## src/rtl/ctrl_seq_pkg.sv

```systemverilog
// Shared types and constants for the ctrl_seq fetch/execute sequencer.
// Optional HALT opcode support is enabled by defining CTRL_SEQ_HALT_EN.
package ctrl_seq_pkg;

    typedef enum logic [2:0] {
        ST_FETCH   = 3'd0,
        ST_EXEC    = 3'd1,
        ST_IMM     = 3'd2,
        ST_ALU_SET = 3'd3,
        ST_ALU_WB  = 3'd4,
        ST_HALT    = 3'd5
    } state_t;

    localparam logic [1:0] CLS_MOV  = 2'b00;
    localparam logic [1:0] CLS_LDI  = 2'b01;
    localparam logic [1:0] CLS_ALU  = 2'b10;
    localparam logic [1:0] CLS_MISC = 2'b11;

    localparam logic [7:0] OP_HALT = 8'hFF;

    localparam int REG_A = 0;
    localparam int REG_B = 1;
    localparam int REG_C = 2;
    localparam int REG_D = 3;

    localparam int AR_PCRA0 = 0;
    localparam int AR_PCRA1 = 1;
    localparam int AR_SP    = 2;
    localparam int AR_SI    = 3;
    localparam int AR_DI    = 4;

    localparam int N_GP = 4;
    localparam int N_AR = 5;

    function automatic logic [N_GP-1:0] gp_onehot(input logic [1:0] idx);
        return 4'b0001 << idx;
    endfunction

endpackage

```

## src/rtl/ctrl_seq_decode.sv

```systemverilog
// Combinational opcode decode: IR -> class, register indices, ALU op, HALT/NOP flags.
// 0xFF is recognised as HALT only when CTRL_SEQ_HALT_EN is defined.
module ctrl_seq_decode
    import ctrl_seq_pkg::*;
(
    input  logic [7:0] i_ir,
    output logic [1:0] o_cls,
    output logic [1:0] o_src,
    output logic [1:0] o_dst,
    output logic [3:0] o_alu_op,
    output logic       o_is_halt,
    output logic       o_is_nop
);

    logic w_halt_code;

`ifdef CTRL_SEQ_HALT_EN
    assign w_halt_code = (i_ir == OP_HALT);
`else
    assign w_halt_code = 1'b0;
`endif

    // NOTE: every output gets a default at the top of the block so no path leaves it unassigned (no latch).
    always_comb begin
        o_cls     = i_ir[7:6];
        o_src     = i_ir[1:0];
        o_dst     = i_ir[1:0];
        o_alu_op  = i_ir[5:2];
        o_is_halt = 1'b0;
        o_is_nop  = 1'b0;

        unique case (i_ir[7:6])
            CLS_MOV: begin
                o_dst    = i_ir[3:2];
                o_is_nop = (i_ir[5:4] != 2'b00);
            end
            CLS_LDI, CLS_ALU: ;
            CLS_MISC: begin
                o_is_halt = w_halt_code;
                o_is_nop  = ~w_halt_code;
            end
            default: ;
        endcase
    end

endmodule

```

## src/rtl/ctrl_seq.sv

```systemverilog
// Fetch/execute sequencer driving the GP/address register strobes and ALU op select.
// Define CTRL_SEQ_HALT_EN to make 0xFF stop the sequencer and raise halted.
module ctrl_seq
    import ctrl_seq_pkg::*;
#(
    parameter int WIDTH_MAIN = 8,
    parameter int CNT_W      = 16
) (
    input  logic                  clk,
    input  logic                  reset,
    input  logic [WIDTH_MAIN-1:0] main_in,
    input  logic                  mem_ready,
    output logic                  mem_read,
    output logic [3:0]            gp_assert_main,
    output logic [3:0]            gp_load_main,
    output logic [3:0]            gp_assert_lhs,
    output logic [3:0]            gp_assert_rhs,
    output logic [4:0]            ar_assert_addr,
    output logic [4:0]            ar_inc,
    output logic                  alu_assert_main,
    output logic [3:0]            alu_operation,
    output logic                  halted,
    output logic [CNT_W-1:0]      instr_count
);

    state_t                r_state;
    state_t                w_next;
    logic [WIDTH_MAIN-1:0] r_ir;
    logic [CNT_W-1:0]      r_count;

    logic [1:0] w_cls;
    logic [1:0] w_src;
    logic [1:0] w_dst;
    logic [3:0] w_alu_op;
    logic       w_is_halt;
    logic       w_is_nop;
    logic       w_is_mov;
    logic       w_retire;
    logic       w_ir_load;

    ctrl_seq_decode u_decode (
        .i_ir      (r_ir[7:0]),
        .o_cls     (w_cls),
        .o_src     (w_src),
        .o_dst     (w_dst),
        .o_alu_op  (w_alu_op),
        .o_is_halt (w_is_halt),
        .o_is_nop  (w_is_nop)
    );

    assign w_is_mov = (w_cls == CLS_MOV) && !w_is_nop;

    // NOTE: sequential state uses non-blocking (<=) so every register samples pre-edge values.
    always_ff @(posedge clk) begin
        if (reset) begin
            r_state <= ST_FETCH;
        end else begin
            r_state <= w_next;
        end
    end

    always_comb begin
        w_next = r_state;
        unique case (r_state)
            ST_FETCH: if (mem_ready) w_next = ST_EXEC;
            ST_EXEC: begin
                if (w_is_halt) begin
                    w_next = ST_HALT;
                end else if (w_is_nop) begin
                    w_next = ST_FETCH;
                end else begin
                    unique case (w_cls)
                        CLS_LDI: w_next = ST_IMM;
                        CLS_ALU: w_next = ST_ALU_SET;
                        default: w_next = ST_FETCH;
                    endcase
                end
            end
            ST_IMM:     if (mem_ready) w_next = ST_FETCH;
            ST_ALU_SET: w_next = ST_ALU_WB;
            ST_ALU_WB:  w_next = ST_FETCH;
            ST_HALT:    w_next = ST_HALT;
            default:    w_next = ST_FETCH;
        endcase
    end

    // An instruction retires on its final edge back to FETCH, or on entering HALT.
    assign w_retire = !reset &&
        (((w_next == ST_FETCH) &&
          ((r_state == ST_EXEC) || (r_state == ST_IMM) || (r_state == ST_ALU_WB))) ||
         ((w_next == ST_HALT) && (r_state != ST_HALT)));

    assign w_ir_load = (r_state == ST_FETCH) && mem_ready;

    // NOTE: IR and counter are plain registers, so they get an explicit reset value.
    always_ff @(posedge clk) begin
        if (reset) begin
            r_ir    <= '0;
            r_count <= '0;
        end else begin
            if (w_ir_load) r_ir <= main_in;
            if (w_retire)  r_count <= r_count + CNT_W'(1);
        end
    end

    always_comb begin
        mem_read        = 1'b0;
        ar_assert_addr  = '0;
        ar_inc          = '0;
        gp_assert_main  = '0;
        gp_load_main    = '0;
        gp_assert_lhs   = '0;
        gp_assert_rhs   = '0;
        alu_assert_main = 1'b0;
        alu_operation   = '0;

        if (!reset) begin
            unique case (r_state)
                ST_FETCH: begin
                    mem_read                 = 1'b1;
                    ar_assert_addr[AR_PCRA0] = 1'b1;
                    ar_inc[AR_PCRA0]         = mem_ready;
                end
                ST_EXEC: begin
                    if (w_is_mov) begin
                        gp_assert_main = gp_onehot(w_src);
                        gp_load_main   = gp_onehot(w_dst);
                    end
                end
                ST_IMM: begin
                    mem_read                 = 1'b1;
                    ar_assert_addr[AR_PCRA0] = 1'b1;
                    ar_inc[AR_PCRA0]         = mem_ready;
                    if (mem_ready) gp_load_main = gp_onehot(w_dst);
                end
                ST_ALU_SET: begin
                    gp_assert_lhs[REG_A] = 1'b1;
                    gp_assert_rhs[REG_B] = 1'b1;
                    alu_operation        = w_alu_op;
                end
                ST_ALU_WB: begin
                    gp_assert_lhs[REG_A] = 1'b1;
                    gp_assert_rhs[REG_B] = 1'b1;
                    alu_operation        = w_alu_op;
                    alu_assert_main      = 1'b1;
                    gp_load_main         = gp_onehot(w_dst);
                end
                default: ;
            endcase
        end
    end

`ifdef CTRL_SEQ_HALT_EN
    assign halted = (r_state == ST_HALT);
`else
    assign halted = 1'b0;
`endif

    assign instr_count = r_count;

endmodule

```

## config.mk

```make
export PLATFORM = sky130hd
export DESIGN_NAME = ctrl_seq
export DESIGN_NICKNAME = d
export VERILOG_FILES = /design/src/rtl/ctrl_seq_pkg.sv /design/src/rtl/ctrl_seq_decode.sv /design/src/rtl/ctrl_seq.sv
export SDC_FILE = /design/constraint.sdc
export NUM_CORES = 1
export LEC_CHECK = 0
export ABC_AREA = 1
export CAP_MARGIN = 30
export CORE_ASPECT_RATIO = 1.75
export CORE_MARGIN = 8
export CORE_UTILIZATION = 35
export DETAILED_ROUTE_END_ITERATION = 6
export SLEW_MARGIN = 20
export SYNTH_ARGS = -nofsm -noshare
export SYNTH_HDL_FRONTEND = slang
export SYNTH_SLANG_ARGS = --single-unit
```

## constraint.sdc

```tcl
create_clock -name clk -period 2.81 [get_ports clk]
set_input_delay 0.562 -clock clk [delete_from_list [all_inputs] [get_ports clk]]
set_output_delay 0.562 -clock clk [all_outputs]
set_load 0.005 [all_outputs]
```

After elaboration in Yosys (flattened, before gate mapping):

Cells that the tools add are included.
W data, S select, Z words.

* register bits after elaboration: 27
* input bits: 11
* output and inout bits: 49
* logic and storage cells: 56

* add/subtract/negate cells: 1
* equality and inequality tests: 10
* shift-type cells: 2
* muxes and demuxes: 24
* reduce and logical (&&, ||, !) cells: 16

Operators with widths (count)
* $mux W4: 8
* $add A16 B1 Y16 const B: 1
* $pmux W3 S5: 1
* $pmux W4 S3: 1
* $eq A3 B3 Y1 const B: 3
* $mux W1: 8
* $shl A1 B2 Y4 const A: 2
* $eq A3 B2 Y1 const B: 2
* $logic_not A3 Y1: 2
* $mux W3: 2
* $logic_and A1 B1 Y1: 5
* $eq A2 B2 Y1 const B: 2
* $mux W2: 2
* $pmux W2 S2: 1
* $reduce_or A2 Y1: 2
* $eq A3 B1 Y1 const B: 1
* $logic_or A1 B1 Y1: 3
* $ne A3 B3 Y1 const B: 1
* $eq A2 B1 Y1 const B: 1
* $logic_not A1 Y1: 2
* $logic_not A2 Y1: 1
* $pmux W1 S2: 1
* $reduce_bool A2 Y1: 1

Longest topological paths before layout:

Gate-level depths: netlist of run 1.

* depth after elaboration: 8
* gate-level depth with buffers: 10
* mapped depth without buffers: 10

By module:

A second synthesis of run 1 with hierarchy kept.

* cells, all modules: 310
* area, all modules: 1956.9 µm²

By module, submodules not included
* ctrl_seq: instances 1, cells an instance 287, area each 1814.2 µm², sequential area each 540.5 µm²
* ctrl_seq_decode: instances 1, cells an instance 23, area each 142.6 µm², sequential area each 0.0 µm²

Worst setup path before layout of run 1:

No wires, ideal clock.

* path kind: flip-flop to output port
* start: reg r_ir[6]
* end: out gp_load_main[0]
* data arrival time: 1349 ps
* data required time: 2248 ps
* slack: 899 ps
* cell stages (with the launch flop): 7
* path buffers: 0
* cells stage by stage: dfxtp_1 inv_1 ha_1 o21ai_0 o211ai_1 nand3_1 nor2_1

* longest elaborated chain between the ends: 7
* elaborated cells on any way between the ends: 11
* those cells by class: eq/ne (1); shift (1); mux (6); reduce/logical (3)

Ends and longest elaborated chain
* from (decl): line ctrl_seq.sv:28 `logic [WIDTH_MAIN-1:0] r_ir;`
* from (signal assigned): line ctrl_seq.sv:101 `if (w_ir_load) r_ir <= main_in;`
* $eq A2 B2 Y1 or $logic_not A2 Y1 (tied branches): line ctrl_seq_decode.sv:32, ctrl_seq.sv:51
* $pmux W1 S2: line ctrl_seq_decode.sv:32 `unique case (i_ir[7:6])`
* $logic_not A1 Y1: line ctrl_seq.sv:51 `assign w_is_mov = (w_cls == CLS_MOV) && !w_is_nop;`
* $logic_and A1 B1 Y1: line ctrl_seq.sv:51
* $mux W4: line ctrl_seq.sv:125 `if (w_is_mov) begin`
* $pmux W4 S3 (*): line ctrl_seq.sv:118 `unique case (r_state)`
* $mux W4 (*): line ctrl_seq.sv:117 `if (!reset) begin`
* to (decl): line ctrl_seq.sv:15 `output logic [3:0] gp_load_main,`

Mark *: on every way between the ends. The rest lies on a longest branch, timed or not.

Worst setup path in the final report of run 1:

* start: in mem_ready
* end: out gp_load_main[0]

* longest elaborated chain between the ends: 3

Ends and longest elaborated chain
* from (decl): line ctrl_seq.sv:12 `input logic mem_ready,`
* $mux W4: line ctrl_seq.sv:134 `if (mem_ready) gp_load_main = gp_onehot(w_dst);`
* $pmux W4 S3: line ctrl_seq.sv:118
* $mux W4: line ctrl_seq.sv:117

No other way between the ends.

==> results of run 1 <==
-- worst reg2reg max path, stage by stage (launching register included) --
cell and delay [ns]:
dfxtp_1 0.34, inv_1 0.09, ha_1 0.21, nor2_1 0.10, nor2_1 0.07, nor2_4 0.17, nand4_1 0.46, nand2_1 0.23
a21oi_2 0.07
-- cell families (layout without fill, tap and decap cells) --
family / after synthesis / count (layout) / synth area share (%)
AND/OR/NAND/NOR: 128 / 128 / 33.2
buffers and inverters: 51 / 80 / 15.4
AO/OA/AOI/OAI: 41 / 41 / 13.9
flip-flops: 27 / 27 / 30.5
XOR/XNOR: 8 / 8 / 3.96
adder cells (fa/ha/maj): 4 / 4 / 2.83
other: 1 / 15 / 0.212
-- cell type report --
cell class / count / area, sq um
inverter: 28 / 105
tap: 54 / 67.6
clock inverter: 1 / 5.00
fill: 535 / 2680
timing repair buffer: 48 / 470
multi-input combinational: 196 / 1030
clock buffer: 3 / 41.3
sequential: 27 / 542
-- routing by layer --
metal / share of wire [%] / vias up / wire, microns
met2: 51 / 62 / 2420
li1: - / 886 / -
met5: 0 / - / 0
met4: 2.2 / 0 / 106
met3: 5.6 / 8 / 268
met1: 41 / 781 / 1970
-- metrics by stage --
stage	instance area [sq um]	hold WS, ns	util [%]	cells	setup WS, ns
6_report	2260	0.478	45.8	357	0.154
5_1_grt	2260	0.521	45.8	357	0.00279
4_1_cts	2240	0.484	45.4	357	0.137
3_5_place_dp	2190	0.468	44.4	353	0.138
3_3_place_gp	2190	0.464	44.4	353	0.158
2_1_floorplan	1820	0.444	-	274	0.899
-- Yosys cell counts --
cell type / instances
o211ai_1: 1
inv_1: 25
nand2_1: 47
buf_1: 1
clkbuf_1: 3
nor4_1: 2
nand3_4: 1
nand3_2: 1
conb_1: 1
nor2_2: 2
nor3_1: 7
dfxtp_1: 27
nand3_1: 13
nor2_4: 2
inv_2: 3
xnor2_1: 4
buf_2: 1
nand2_2: 10
a21oi_1: 11
nand4_1: 5
buf_12: 1
nor2_1: 38
o21ai_0: 19
xor2_1: 4
buf_4: 17
ha_1: 4
a21oi_2: 10
-- worst paths after layout --
kind	start	to	slack [ns]	cells past startpoint
min reg2reg	r_ir[3]	r_ir[3]	0.48	2
max	mem_ready	gp_load_main[0]	0.15	6
min	r_ir[3]	r_ir[3]	0.48	2
max reg2reg	r_ir[6]	instr_count[14]	0.96	8
-- where the power goes --
| group | total, mW | internal, mW | switching [mW] |
|---|---|---|---|
| clock | 0.226 | 0.0995 | 0.127 |
| combinational | 0.161 | 0.0641 | 0.0968 |
| sequential | 0.412 | 0.399 | 0.0128 |
-- flip-flops by register name (all words and copies together) (netlist names) --
register,flops
instr_count,16
r_ir,8
r_state,3
-- timing repair --
action                                 CTS  global route
gates resized for setup                  0             4
setup endpoints to repair                0             7
endpoints found under the hold margin    0             0
==> flow_metrics.env, run 1 <==
export IMPL_status="complete, no violations"
export IMPL_io_buffers=44
export IMPL_vias=1737
export IMPL_met1_usage_pct=13.4
export IMPL_critical_path_buf_inv_count=3
export IMPL_gp_congestion=0.833
export IMPL_die_w_microns=69.8
export IMPL_vdd_drop_max_uv=186
export IMPL_hold_buffers=0
export IMPL_finalSetupViolCount=0
export IMPL_overflow=0
export IMPL_diodes=0
export IMPL_grt_max_degree=17
export IMPL_wl_per_cell_microns=13.4
export IMPL_fin_skew_ns=0.00877
export IMPL_critical_path_cell_chain="clkdlybuf4s50_1 > inv_1 > o211ai_1 > nand3_1 > nor2_1 > clkdlybuf4s50_1"
export IMPL_p_total_mw=0.799
export IMPL_cp_common_cell="clkdlybuf4s50_1"
export IMPL_avgSynthCellArea_sq_um=6.81
export IMPL_slew_headroom_pct=64.5
export IMPL_critPathKind="primary input to primary output"
export IMPL_ys_types=27
export IMPL_fin_nets=319
export IMPL_ios=60
export IMPL_drt_iter0_markers=84
export IMPL_powerDensity_nw_per_um2=354
export IMPL_critPathArrivalTime_ns=2.09
export IMPL_power_leakage_nw=0.826
export IMPL_cp_max_fo=3
export IMPL_synthCells=260
export IMPL_grt_pass1_vias=1769
export IMPL_die_area_sq_um=7680
export IMPL_place_hpwl_mm=3.85
export IMPL_antenna_found_initial=0
export IMPL_crit_family="buffers and inverters"
export IMPL_die_h_microns=110
export IMPL_cts_root_buf="clkbuf_8"
export IMPL_postCtsSetupBuffers=0
export IMPL_grtUsageTotal_pct=12.7
export IMPL_drcViolationCount=0
export IMPL_synth_top_area_share_pct=30.5
export IMPL_globalRoute_busiestLayer="met2"
export IMPL_grt_pass1_wl_mm=8.19
export IMPL_clk_pin_slew_ns=0.10
export IMPL_cpPeakStageDelay_ns=0.51
export IMPL_netlist_top_cells_area="dfxtp_1 (31%), nand2_1 (10%), nor2_1 (8.1%)"
export IMPL_clockBufferDepth=2
export IMPL_start_util_pct=35.9
export IMPL_dr_pass1_iters=4
export IMPL_netlist_area_sq_um=1770
export IMPL_fmax_mhz=377
export IMPL_layout_common_cells="nand2_1 (47), clkdlybuf4s50_1 (44), nor2_1 (38)"
export IMPL_wirelength_mm=4.77
export IMPL_finalCriticalPeriod_ns=2.66
export IMPL_finalCritPeriodShare_pct=94.5
export IMPL_area_growth_pct=27.6
export IMPL_crit_required_ns=2.25
export IMPL_cts_buffers=3
export IMPL_antenna_left=0
export IMPL_grtUsageMet3_pct=3.14
export IMPL_clock_sinks=27
export IMPL_critical_path_slowest_cell="clkdlybuf4s50_1"
export IMPL_grt_use_met2_pct=23.3
export IMPL_fin_setup_tns_ns=0
export IMPL_drv_cap=0
export IMPL_hold_path_class="flip-flop to flip-flop"
export IMPL_cts_max_level=1
export IMPL_end_kind="primary output"
export IMPL_coreArea_sq_um=4930
export IMPL_drive_above_1_share_pct=13.2
export IMPL_tritoncts="built"
export IMPL_yosysWarningCount=0
export IMPL_synth_seq_cells=27
export IMPL_start_kind="primary input"
export IMPL_max_slew_worst_pin_slew_ns=0.531
export IMPL_worstSkewPairLatency_ns=0.28
export IMPL_rsz0062_at_grt="no"
export IMPL_num_rows=34
export IMPL_layout_commonest_cell="nand2_1"
export IMPL_slew_violations=0
export IMPL_yosysTopAreaCell="dfxtp_1"
export IMPL_hold_viol_final=0
export IMPL_synth_seq_area_share_pct=30.5
export IMPL_vias_per_cell=4.87
(Power assumes the default switching activity.)
==> inputs of run 2 (changes only) <==
- GPL_TIMING_DRIVEN: default -> 0
==> flow_metrics.env, run 2 (synthesis results as in run 1) <==
export IMPL_finalCritPeriodShare_pct=95.2
export IMPL_area_growth_pct=36.1
export IMPL_wl_per_cell_microns=13.2
export IMPL_hold_path_class="flip-flop to flip-flop"
export IMPL_crit_required_ns=2.25
export IMPL_num_rows=34
export IMPL_fin_setup_tns_ns=0
export IMPL_rsz0062_at_grt="no"
export IMPL_finalCriticalPeriod_ns=2.68
export IMPL_placed_cells=372
export IMPL_combPwrFrac_pct=22.5
export IMPL_cts_max_level=1
export IMPL_largest_register_ffs=16
export IMPL_die_w_microns=69.8
export IMPL_diodes=0
export IMPL_critPathArrivalTime_ns=2.11
export IMPL_holdPathStages=2
export IMPL_pwr_share_seq_pct=50.5
export IMPL_vias=1812
export IMPL_hold_end="r_ir[3]"
export IMPL_antenna_left=0
export IMPL_grt_max_degree=15
export IMPL_clk_pin_slew_ns=0.09
export IMPL_worstSkewPairLatency_ns=0.27
export IMPL_gp_congestion=0.860
export IMPL_placed_area_sq_um=2330
export IMPL_io_buffers=44
export IMPL_p_switching_mw=0.235
export IMPL_dp_slack_ns=-0.203
export IMPL_multi_input_area_sq_um=1030
export IMPL_finalSetupViolCount=0
export IMPL_drcViolationCount=0
export IMPL_final_core_util_pct=48.8
export IMPL_critPathKind="primary input to primary output"
export IMPL_dr_pass1_iters=4
export IMPL_cts_root_buf="clkbuf_8"
export IMPL_r2r_slack_ns=1.17
export IMPL_clock_sinks=27
export IMPL_ios=60
export IMPL_layout_cells_non_filler=377
export IMPL_fmax_mhz=374
export IMPL_clkPwrFrac_pct=27.0
export IMPL_die_area_sq_um=7680
export IMPL_layout_commonest_cell="nand2_1"
export IMPL_reg2reg_depth=9
export IMPL_clockBufferDepth=2
export IMPL_drv_cap=0
export IMPL_grtUsageTotal_pct=12.8
export IMPL_layout_common_cells="nand2_1 (47), clkdlybuf4s50_1 (43), nor2_1 (38)"
export IMPL_slew_violations=0
export IMPL_power_leakage_nw=0.932
export IMPL_layout_setup_ws_ns=0.134
export IMPL_die_h_microns=110
export IMPL_end_kind="primary output"
export IMPL_hold_viol_final=0
export IMPL_antenna_found_initial=0
export IMPL_coreArea_sq_um=4930
export IMPL_intPower_mw=0.582
export IMPL_hold_buffers=0
export IMPL_hp_start="r_ir[3]"
export IMPL_grt_pass1_wl_mm=8.29
export IMPL_vias_per_cell=4.81
export IMPL_p_total_mw=0.816
export IMPL_cts_buffers=3
export IMPL_timing_rr_start="r_ir[7]"
export IMPL_seq_area_sq_um=543
export IMPL_swShare_pct=28.7
export IMPL_tritoncts="built"
export IMPL_holdWs_ns=0.478
export IMPL_grt_pass1_vias=1787
export IMPL_nFillCells=535
export IMPL_status="complete, no violations"
export IMPL_overflow=0
export IMPL_drt_iter0_markers=65
export IMPL_start_util_pct=35.9
export IMPL_startpoint="mem_ready"
export IMPL_wirelength_mm=4.98
export IMPL_cp_max_fo=3
export IMPL_start_kind="primary input"
export IMPL_vdd_drop_max_uv=220
export IMPL_place_hpwl_mm=3.99
export IMPL_fin_skew_ns=0.00363
export IMPL_fin_nets=339
export IMPL_powerDensity_nw_per_um2=339
export IMPL_drive_above_1_share_pct=18.6
export IMPL_r2r_end="instr_count[7]"
export IMPL_finish_instance_area_sq_um=2410
-- run 2: cell types whose count changed in the layout (fill, tap and decap cells not counted), sizes merged --
cell | before | now
dlymetal6s2s | 0 | 1
clkinv | 1 | 0
buf | 4 | 22
clkdlybuf4s50 | 44 | 43
clkbuf | 3 | 6
-- run 2: how the worst max path moves through the flow --
stage               slack, ns           endpoint
floorplan                0.90    gp_load_main[0]
global placement        -0.20  ar_assert_addr[0]
detailed placement      -0.20  ar_assert_addr[0]
CTS                      0.03  gp_assert_main[2]
global route            0.002    gp_load_main[3]
finish                   0.13    gp_load_main[0]
-- run 2: worst max-delay path: stages --
cell and delay, ns:
clkdlybuf4s50_1 0.52, inv_1 0.09, o211ai_1 0.21, nand3_1 0.12, nor2_1 0.10, clkdlybuf4s50_1 0.51
-- run 2: repair_timing --
item                       in CTS  in global routing
gates resized for setup         4                  9
setup buffers                   0                  1
setup endpoints to repair      10                 14
pin swaps                       0                  2
-- run 2: cell type report --
class | instances | share of cell area, %
multi-input cells | 196 | 42.6
inverters | 28 | 4.36
clock buffers | 4 | 1.87
plain buffers | 23 | 7.17
well taps | 54 | 2.80
flip-flops and latches | 27 | 22.5
repair buffers | 45 | 18.7
-- run 2: power groups by stage --
| stage | logic (mW) | clock network (mW) | registers, mW |
|---|---|---|---|
| floorplan | 0.115 | 0 | 0.418 |
| global placement | 0.173 | 0 | 0.420 |
| detailed placement | 0.175 | 0 | 0.420 |
| CTS | 0.177 | 0.229 | 0.411 |
| global route | 0.207 | 0.246 | 0.415 |
| finish | 0.184 | 0.220 | 0.412 |
-- run 2: metal layers --
layer  routed length, microns  global-route usage [%]  up-vias  part of all wire (%)
li1                         -                       -      928                     -
met3                      351                    3.67        7                   7.0
met1                     2040                    13.5      815                    41
met4                       85                    4.47        0                   1.7
met5                        0                       0        -                     0
met2                     2500                    23.7       62                    50
==> inputs of run 3 (changes only) <==
- CAP_MARGIN: 30 -> 20
- SKIP_LAST_GASP: default -> 1
==> flow_metrics.env, run 3 (synthesis results as in run 1) <==
export IMPL_io_buffers=44
export IMPL_antenna_left=0
export IMPL_clockBufferDepth=2
export IMPL_crit_required_ns=2.25
export IMPL_critPathArrivalTime_ns=2.13
export IMPL_worstSkewPairLatency_ns=0.27
export IMPL_finalSetupViolCount=0
export IMPL_vias_per_cell=4.80
export IMPL_tritoncts="built"
export IMPL_fin_skew_ns=0.00333
export IMPL_wirelength_mm=4.96
export IMPL_hold_path_class="flip-flop to flip-flop"
export IMPL_startpoint="mem_ready"
export IMPL_layout_commonest_cell="nand2_1"
export IMPL_p_total_mw=0.816
export IMPL_crit_family="buffers and inverters"
export IMPL_largest_register_ffs=16
export IMPL_layout_common_cells="nand2_1 (47), clkdlybuf4s50_1 (43), nor2_1 (38)"
export IMPL_multi_input_area_sq_um=1030
export IMPL_power_leakage_nw=0.932
export IMPL_dp_slack_ns=-0.203
export IMPL_critical_path_slowest_cell="clkdlybuf4s50_1"
export IMPL_vdd_drop_max_uv=220
export IMPL_timing_rr_start="r_ir[6]"
export IMPL_grt_pass1_wl_mm=8.29
export IMPL_layout_setup_ws_ns=0.120
export IMPL_cp_common_cell="clkdlybuf4s50_1"
export IMPL_seq_area_sq_um=543
export IMPL_holdPathStages=2
export IMPL_drcViolationCount=0
export IMPL_clock_sinks=27
export IMPL_cts_buffers=3
export IMPL_vias=1810
export IMPL_antenna_found_initial=0
export IMPL_finalCriticalPeriod_ns=2.69
export IMPL_area_growth_pct=36.1
export IMPL_grtUsageTotal_pct=12.8
export IMPL_reg2reg_depth=10
export IMPL_gp_congestion=0.860
export IMPL_hold_viol_final=0
export IMPL_r2r_end="instr_count[6]"
export IMPL_endpoint="gp_load_main[0]"
export IMPL_start_kind="primary input"
export IMPL_cpPeakStageDelay_ns=0.52
export IMPL_critical_path_buf_inv_count=3
export IMPL_holdWs_ns=0.478
export IMPL_fin_setup_tns_ns=0
export IMPL_fin_nets=339
export IMPL_cp_max_fo=3
export IMPL_die_w_microns=69.8
export IMPL_critPathKind="primary input to primary output"
export IMPL_cts_max_level=1
export IMPL_diodes=0
export IMPL_powerDensity_nw_per_um2=339
export IMPL_slew_violations=0
export IMPL_fmax_mhz=372
export IMPL_place_hpwl_mm=3.99
export IMPL_grt_pass1_vias=1787
export IMPL_num_rows=34
export IMPL_grt_max_degree=15
export IMPL_r2r_slack_ns=1.18
export IMPL_drv_cap=0
export IMPL_end_kind="primary output"
export IMPL_start_util_pct=35.9
export IMPL_coreArea_sq_um=4930
export IMPL_die_h_microns=110
export IMPL_wl_per_cell_microns=13.1
export IMPL_die_area_sq_um=7680
export IMPL_nFillCells=535
export IMPL_crit_cells=6
export IMPL_ios=60
export IMPL_drive_above_1_share_pct=18.6
export IMPL_dr_pass1_iters=4
export IMPL_drt_iter0_markers=59
export IMPL_overflow=0
export IMPL_status="complete, no violations"
export IMPL_critical_path_cell_chain="clkdlybuf4s50_1 > inv_1 > o211ai_1 > nand3_1 > nor2_1 > clkdlybuf4s50_1"
export IMPL_clk_pin_slew_ns=0.09
export IMPL_rsz0062_at_grt="yes"
export IMPL_cts_root_buf="clkbuf_8"
export IMPL_finalCritPeriodShare_pct=95.7
-- run 3: area by class of cell --
class,instances,area share [%]
plain buffers,23,7.17
well taps,54,2.80
flip-flops and latches,27,22.5
inverters,28,4.36
repair buffers,45,18.7
clock buffers,4,1.87
multi-input cells,196,42.6
-- run 3: worst min-delay path by stage --
stage	startpoint	endpoint	slack, ns
finish	r_ir[3]	r_ir[3]	0.48
global route	r_ir[3]	r_ir[3]	0.51
CTS	r_ir[3]	r_ir[3]	0.48
detailed placement	r_ir[3]	r_ir[3]	0.47
global placement	r_ir[4]	r_ir[4]	0.46
floorplan	r_ir[5]	r_ir[5]	0.44
-- run 3: stage by stage --
step | cells | utilization [%] | cell area, sq um
after CTS | 376 | 48.3 | 2380
after detailed placement | 372 | 47.2 | 2330
after global placement | 372 | 47.2 | 2330
final | 377 | 48.8 | 2410
after floorplan | 274 | - | 1820
after global routing | 377 | 48.8 | 2410
-- run 3: per-layer routing --
layer | GRT usage, % | share of wire, % | vias to the layer above
met5 | 0 | 0 | -
met4 | 4.47 | 1.7 | 0
met3 | 3.67 | 6.7 | 7
met2 | 23.7 | 51 | 60
met1 | 13.5 | 41 | 815
li1 | - | - | 928
-- run 3: report_power, final --
group | leakage (nW) | switching (mW) | internal (mW) | total (mW)
combinational | 0.688 | 0.102 | 0.0811 | 0.184
sequential | 0.221 | 0.0130 | 0.399 | 0.412
clock | 0.0228 | 0.119 | 0.102 | 0.220
total | 0.932 | 0.234 | 0.582 | 0.816
-- run 3: worst register-to-register path, delay by kind of cell, from the launching register on --
kind / cells / cell delay (ns)
AND/OR/NAND/NOR: 6 / 0.70
flip-flops: 1 / 0.35
buffers and inverters: 2 / 0.22
adder cells (fa/ha/maj): 1 / 0.20
AO/OA/AOI/OAI: 1 / 0.11
-- run 3: repair_timing --
| item | 4_1_cts | 5_1_grt |
|---|---|---|
| pin swaps | 0 | 1 |
| gates resized for setup | 4 | 9 |
| hold buffers | 0 | 0 |
| setup endpoints to repair | 10 | 14 |
| buffers inserted | 0 | 1 |
